$ cat src/rtl/rect_arb_pkg.sv
// Shared types and constants for the rectangle-position arbiter.
// Optional RECT_ARB_FIXED_PRIO_EN (used by rect_pos_arbiter) selects fixed channel-0 priority.
package rect_arb_pkg;

    localparam int unsigned COORD_W      = 12;
    localparam int unsigned HOLD_W       = 4;
    localparam int unsigned DEF_H_ACTIVE = 800;
    localparam int unsigned DEF_V_ACTIVE = 600;

    typedef enum logic [1:0] {
        ST_IDLE = 2'd0,
        ST_OWN0 = 2'd1,
        ST_OWN1 = 2'd2
    } arb_state_e;

    localparam logic [1:0] OWNER_NONE = 2'd0;
    localparam logic [1:0] OWNER_CH0  = 2'd1;
    localparam logic [1:0] OWNER_CH1  = 2'd2;

    // Saturate a coordinate so the rectangle stays on screen.
    function automatic logic [COORD_W-1:0] clamp_coord(input logic [COORD_W-1:0] v,
                                                       input logic [COORD_W-1:0] lim);
        return (v > lim) ? lim : v;
    endfunction

    function automatic logic [1:0] owner_code(input arb_state_e s);
        case (s)
            ST_OWN0: return OWNER_CH0;
            ST_OWN1: return OWNER_CH1;
            default: return OWNER_NONE;
        endcase
    endfunction

endpackage

$ cat src/rtl/vblnk_edge_det.sv
// Rising-edge detector on vblnk; history resets high so a vblnk already
// high at reset release does not produce a tick.
module vblnk_edge_det (
    input  logic pclk,
    input  logic rst,
    input  logic vblnk,
    output logic tick_c
);

    logic vblnk_d_q;
    logic vblnk_d_d;

    always_comb begin
        vblnk_d_d = vblnk;
    end

    always_ff @(posedge pclk) begin
        if (rst) begin
            vblnk_d_q <= 1'b1;
        end else begin
            vblnk_d_q <= vblnk_d_d;
        end
    end

    assign tick_c = vblnk & ~vblnk_d_q;

endmodule

$ cat src/rtl/rect_pos_arbiter.sv
// Per-frame arbiter sharing the draw_rect position between two requesters.
// Define RECT_ARB_FIXED_PRIO_EN for fixed channel-0 priority instead of hold/round-robin.
module rect_pos_arbiter
    import rect_arb_pkg::*;
#(
    parameter int unsigned H_ACTIVE    = DEF_H_ACTIVE,
    parameter int unsigned V_ACTIVE    = DEF_V_ACTIVE,
    parameter int unsigned RECT_W      = 48,
    parameter int unsigned RECT_H      = 64,
    parameter int unsigned HOLD_FRAMES = 4
) (
    input  logic               pclk,
    input  logic               rst,
    input  logic               vblnk,
    input  logic               req0,
    input  logic [COORD_W-1:0] xpos0,
    input  logic [COORD_W-1:0] ypos0,
    input  logic               req1,
    input  logic [COORD_W-1:0] xpos1,
    input  logic [COORD_W-1:0] ypos1,
    output logic               gnt0,
    output logic               gnt1,
    output logic [COORD_W-1:0] xpos,
    output logic [COORD_W-1:0] ypos,
    output logic               upd,
    output logic [1:0]         owner
);

    localparam logic [COORD_W-1:0] X_MAX     = COORD_W'(H_ACTIVE - RECT_W);
    localparam logic [COORD_W-1:0] Y_MAX     = COORD_W'(V_ACTIVE - RECT_H);
    localparam logic [HOLD_W-1:0]  HOLD_LAST = HOLD_W'(HOLD_FRAMES - 1);

    logic tick_c;

    arb_state_e         state_q, state_d;
    logic [HOLD_W-1:0]  hold_q, hold_d;
    logic               rr_q, rr_d;      // 0 = channel 0 preferred, 1 = channel 1
    logic               gnt0_q, gnt0_d;
    logic               gnt1_q, gnt1_d;
    logic               upd_q, upd_d;
    logic [COORD_W-1:0] xpos_q, xpos_d;
    logic [COORD_W-1:0] ypos_q, ypos_d;
    logic [1:0]         owner_q, owner_d;

    vblnk_edge_det u_edge (
        .pclk   (pclk),
        .rst    (rst),
        .vblnk  (vblnk),
        .tick_c (tick_c)
    );

    // Next-state, hold/pointer update and registered outputs; only ticks change anything.
    always_comb begin
        state_d = state_q;
        hold_d  = hold_q;
        rr_d    = rr_q;
        gnt0_d  = 1'b0;
        gnt1_d  = 1'b0;
        upd_d   = 1'b0;
        xpos_d  = xpos_q;
        ypos_d  = ypos_q;
        owner_d = owner_q;

        if (tick_c) begin
`ifdef RECT_ARB_FIXED_PRIO_EN
            hold_d = '0;
            if (req0) begin
                state_d = ST_OWN0;
            end else if (req1) begin
                state_d = ST_OWN1;
            end else begin
                state_d = ST_IDLE;
            end
`else
            case (state_q)
                ST_IDLE: begin
                    hold_d = '0;
                    if (req0 && (!req1 || !rr_q)) begin
                        state_d = ST_OWN0;
                    end else if (req1) begin
                        state_d = ST_OWN1;
                    end
                end
                ST_OWN0: begin
                    if (req0 && (hold_q < HOLD_LAST)) begin
                        hold_d = hold_q + HOLD_W'(1);
                    end else if (req1) begin
                        state_d = ST_OWN1;
                        hold_d  = '0;
                    end else if (!req0) begin
                        state_d = ST_IDLE;
                        hold_d  = '0;
                        rr_d    = 1'b1;
                    end
                end
                ST_OWN1: begin
                    if (req1 && (hold_q < HOLD_LAST)) begin
                        hold_d = hold_q + HOLD_W'(1);
                    end else if (req0) begin
                        state_d = ST_OWN0;
                        hold_d  = '0;
                    end else if (!req1) begin
                        state_d = ST_IDLE;
                        hold_d  = '0;
                        rr_d    = 1'b0;
                    end
                end
                default: begin
                    state_d = ST_IDLE;
                    hold_d  = '0;
                end
            endcase
`endif
            // Every tick that lands in an owned state consumes that owner's coordinates.
            if (state_d == ST_OWN0) begin
                gnt0_d = 1'b1;
                upd_d  = 1'b1;
                xpos_d = clamp_coord(xpos0, X_MAX);
                ypos_d = clamp_coord(ypos0, Y_MAX);
            end else if (state_d == ST_OWN1) begin
                gnt1_d = 1'b1;
                upd_d  = 1'b1;
                xpos_d = clamp_coord(xpos1, X_MAX);
                ypos_d = clamp_coord(ypos1, Y_MAX);
            end
            owner_d = owner_code(state_d);
        end
    end

    always_ff @(posedge pclk) begin
        if (rst) begin
            state_q <= ST_IDLE;
            hold_q  <= '0;
            rr_q    <= 1'b0;
            gnt0_q  <= 1'b0;
            gnt1_q  <= 1'b0;
            upd_q   <= 1'b0;
            xpos_q  <= '0;
            ypos_q  <= '0;
            owner_q <= OWNER_NONE;
        end else begin
            state_q <= state_d;
            hold_q  <= hold_d;
            rr_q    <= rr_d;
            gnt0_q  <= gnt0_d;
            gnt1_q  <= gnt1_d;
            upd_q   <= upd_d;
            xpos_q  <= xpos_d;
            ypos_q  <= ypos_d;
            owner_q <= owner_d;
        end
    end

    assign gnt0  = gnt0_q;
    assign gnt1  = gnt1_q;
    assign upd   = upd_q;
    assign xpos  = xpos_q;
    assign ypos  = ypos_q;
    assign owner = owner_q;

endmodule
$ cat config.mk
export PLATFORM = sky130hd
export DESIGN_NAME = rect_pos_arbiter
export DESIGN_NICKNAME = d
export VERILOG_FILES = /design/src/rtl/rect_arb_pkg.sv /design/src/rtl/vblnk_edge_det.sv /design/src/rtl/rect_pos_arbiter.sv
export SDC_FILE = /design/constraint.sdc
export NUM_CORES = 1
export LEC_CHECK = 0
export BUFFER_PORTS_ARGS = -buffer_cell sky130_fd_sc_hd__buf_2
export CAP_MARGIN = 10
export CORE_ASPECT_RATIO = 1.75
export CORE_MARGIN = 2
export CORE_UTILIZATION = 53
export CTS_BUF_LIST = sky130_fd_sc_hd__clkbuf_8
export DETAILED_ROUTE_END_ITERATION = 10
export PLACE_DENSITY = 0.87
export SLEW_MARGIN = 20
export SYNTH_ARGS = -nofsm -noshare
export SYNTH_HDL_FRONTEND = slang
export SYNTH_SLANG_ARGS = --single-unit
$ cat constraint.sdc
create_clock -name pclk -period 5.9 [get_ports pclk]
set_input_delay 1.18 -clock pclk [delete_from_list [all_inputs] [get_ports pclk]]
set_output_delay 1.18 -clock pclk [all_outputs]
set_load 0.05 [all_outputs]
==> results.sh <==
export IMPL_fp_dieW_um=49.8
export IMPL_period_share=0.625
export IMPL_synth_compound_area_frac=0.273
export IMPL_outcome="complete, no violations"
export IMPL_cts_tree="done"
export IMPL_p_leak_nw=1.06
export IMPL_cp_max_fo=24
export IMPL_holdPathEnd="owner[0]"
export IMPL_dr_max_layer_used="met4"
export IMPL_final_setup_tns_ns=0
export IMPL_vias=2014
export IMPL_synth_top_area_cell="dfxtp_1"
export IMPL_syn_nets=282
export IMPL_wl_met3_um=322
export IMPL_routabilityCongestion=0.912
export IMPL_r2r_slack_ns=2.54
export IMPL_synthCells=222
export IMPL_drc=0
export IMPL_grt_pass1_vias=1901
export IMPL_placedCellCount=337
export IMPL_wirelength_mm=5.00
export IMPL_synth_xor_area_frac=0
export IMPL_cts_made_buffers=5
export IMPL_ys_flop_type="dfxtp_1"
export IMPL_die_area_um2=4180
export IMPL_num_fill_cells=335
export IMPL_final_cell_mix="buf_2, dfxtp_1, nor2_1"
export IMPL_io_pins=82
export IMPL_final_nets=358
export IMPL_row_count=29
export IMPL_path_clk_slew_ns=0.07
export IMPL_overflow=0
export IMPL_syn_area_per_cell_um2=8.75
export IMPL_htreeDepth=2
export IMPL_antenna_left=0
export IMPL_ys_types=51
export IMPL_antenna_found_initial=0
export IMPL_ys_ff_latch=37
export IMPL_start_util=0.546
export IMPL_syn_to_final_growth_pct=25.6
export IMPL_hp_start="owner[0]"
export IMPL_synth_top_family_by_area="compound AO/OA/AOI/OAI gates"
export IMPL_root_buffer="clkbuf_8"
export IMPL_hold_viol=0
export IMPL_grt_start_max_net_pins=36
export IMPL_drv_cap=0
export IMPL_cp_top_family="simple AND/OR/NAND/NOR gates"
export IMPL_dp_slack_ns=1.93
export IMPL_synthTopCellsByArea="dfxtp_1, ha_1, a21oi_1"
export IMPL_r2r_end="ypos[9]"
export IMPL_grt_util_all_layers=0.251
export IMPL_clockBufferDepth=2
export IMPL_fin_ws_ns=2.21
export IMPL_synthSimpleGateAreaFrac=0.249
export IMPL_max_freq_ghz=0.271
export IMPL_critPathBufInv=1
export IMPL_dpl_hpwl_mm=3.81
export IMPL_clk_latency_ns=0.28
export IMPL_start_kind="primary input"
export IMPL_worstSetupEndpointType="flop"
export IMPL_synth_edff_count=0
export IMPL_criticalPathCategory="primary input to flop"
export IMPL_crit_required_ns=6.11
export IMPL_core_area_um2=3560
export IMPL_cts_setup_buffers=0
export IMPL_yosys_warnings=0
export IMPL_ys_async_sr_fraction=0
export IMPL_p_per_area_nw_per_um2=225
export IMPL_ys_seq_area_frac=0.381
export IMPL_critical_path_cell_chain="buf_2, or4b_1, a31oi_1, o22ai_1, nor2b_1, ha_1, or3b_1, or3_1, a21oi_1"
export IMPL_fin_crit_ns=3.69
export IMPL_worst_slew_pin_slew_ns=0.752
export IMPL_skew_ns=0.00294
export IMPL_fp_dieH_um=84.1
export IMPL_timing_rr_start="state_q[0]"
export IMPL_slew_violations=0
export IMPL_rsz0062_at_grt="false"
export IMPL_worstPathArrival_ns=3.90
export IMPL_netlist_area_um2=1940
export IMPL_setup_violations=0
export IMPL_cts_sinks=37
export IMPL_routed_wl_met2_mm=2.78
export IMPL_grt_pass1_wl_mm=8.25
export IMPL_wire_per_inst_um=14.5
export IMPL_hold_class="flop to flop"
export IMPL_rr_worst_depth=8
export IMPL_met1_length_mm=1.80
export IMPL_final_common_cell="buf_2"
export IMPL_dr_first_iter_drc_count=44
export IMPL_yosysTopAreaCellShare=0.381
export IMPL_numPortBuffers=81
export IMPL_vdd_ir_drop_max_mv=0.174
export IMPL_n_antenna_cell=0
export IMPL_muxShareOfSynthArea=0.00580
export IMPL_hold_path_depth=2
export IMPL_final_cells=344
export IMPL_cts_resized=0
export IMPL_max_slew_margin_rel=0.495
export IMPL_vias_per_cell=5.85
export IMPL_drt_pass1_iter_count=4
export IMPL_synthAdderAreaFrac=0.0451
export IMPL_drive_gt1_frac=0.346
export IMPL_holdBufCountCts=0
export IMPL_slowest_delay_ns=0.69
export IMPL_slowest_stage="or3b_1"
==> worst reg2reg max path, stage by stage, from the launching register on <==
cell and delay [ns]:
dfxtp_1 0.47, ha_1 0.35, a21oi_1 0.10, or3b_1 0.37, o32a_1 0.35, ha_1 0.32
or3b_1 0.69, or3_1 0.49, a21oi_1 0.15
==> metal layers <==
layer,global-route usage,up-vias
li1,-,986
met1,0.266,938
met2,0.457,76
met3,0.0502,14
met4,0.116,0
met5,0,-
==> synthesized netlist by cell type (all sizes together) (6+ instances only) <==
| cell | n |
|---|---|
| a21oi | 16 |
| nor3 | 10 |
| inv | 8 |
| nand2 | 10 |
| ha | 7 |
| o21ai | 16 |
| clkbuf | 7 |
| nor2 | 20 |
| o311a | 6 |
| buf | 6 |
| nand3 | 7 |
| dfxtp | 37 |
==> flip-flops by register name (all words and copies together) (netlist names) <==
register,cells
gnt0,1
gnt1,1
hold_q,4
owner,2
rr_q,1
state_q,2
u_edge.vblnk_d_q,1
upd,1
xpos,12
ypos,12
==> power by group <==
group / internal [W] / total [W] / switching, W / leakage [nW]
logic: 0.0000390 / 0.000110 / 0.0000711 / 0.712
registers: 0.000258 / 0.000263 / 0.00000468 / 0.300
clock network: 0.0000909 / 0.000175 / 0.0000843 / 0.0485
total: 0.000388 / 0.000548 / 0.000160 / 1.06
==> cell type report <==
cell class              instances  area [um^2]  area share
clock inverters                 1         3.75     0.00154
well taps                      46         57.6      0.0236
flip-flops and latches         37          741       0.304
repair buffers                 82          413       0.169
multi-input cells             164         1110       0.456
clock buffers                   6         82.6      0.0338
inverters                       8         30.0      0.0123
==> logic make-up (layout without fill, tap and decap cells) <==
logic type | after synthesis | in the layout
DFF | 37 | 37
muxes | 1 | 1
AOI/OAI and AO/OA | 72 | 72
and+or+nand+nor | 84 | 84
buffers and inverters | 21 | 97
adders and majority gates | 7 | 7
==> per-stage QoR <==
stage	power [W]	utilization	cell area (um^2)	hold WS (ns)
after floorplan	0.000340	-	1940	0.453
after global placement	0.000375	0.662	2350	0.439
after detailed placement	0.000378	0.662	2350	0.442
after CTS	0.000551	0.686	2440	0.453
after global routing	0.000570	0.686	2440	0.469
final	0.000548	0.686	2440	0.452
==> worst max path at each step <==
stage               start      end  slack (ns)  depth (start not counted)
global placement     req0  ypos[9]        2.02                          9
global route         req0  ypos[9]        2.07                          9
finish               req0  ypos[9]        2.21                          9
floorplan            req0  xpos[4]        2.50                          8
CTS                  req0  ypos[9]        2.22                          9
detailed placement   req0  ypos[9]        1.93                          9
No activity file was read; power rests on OpenSTA's default activity.
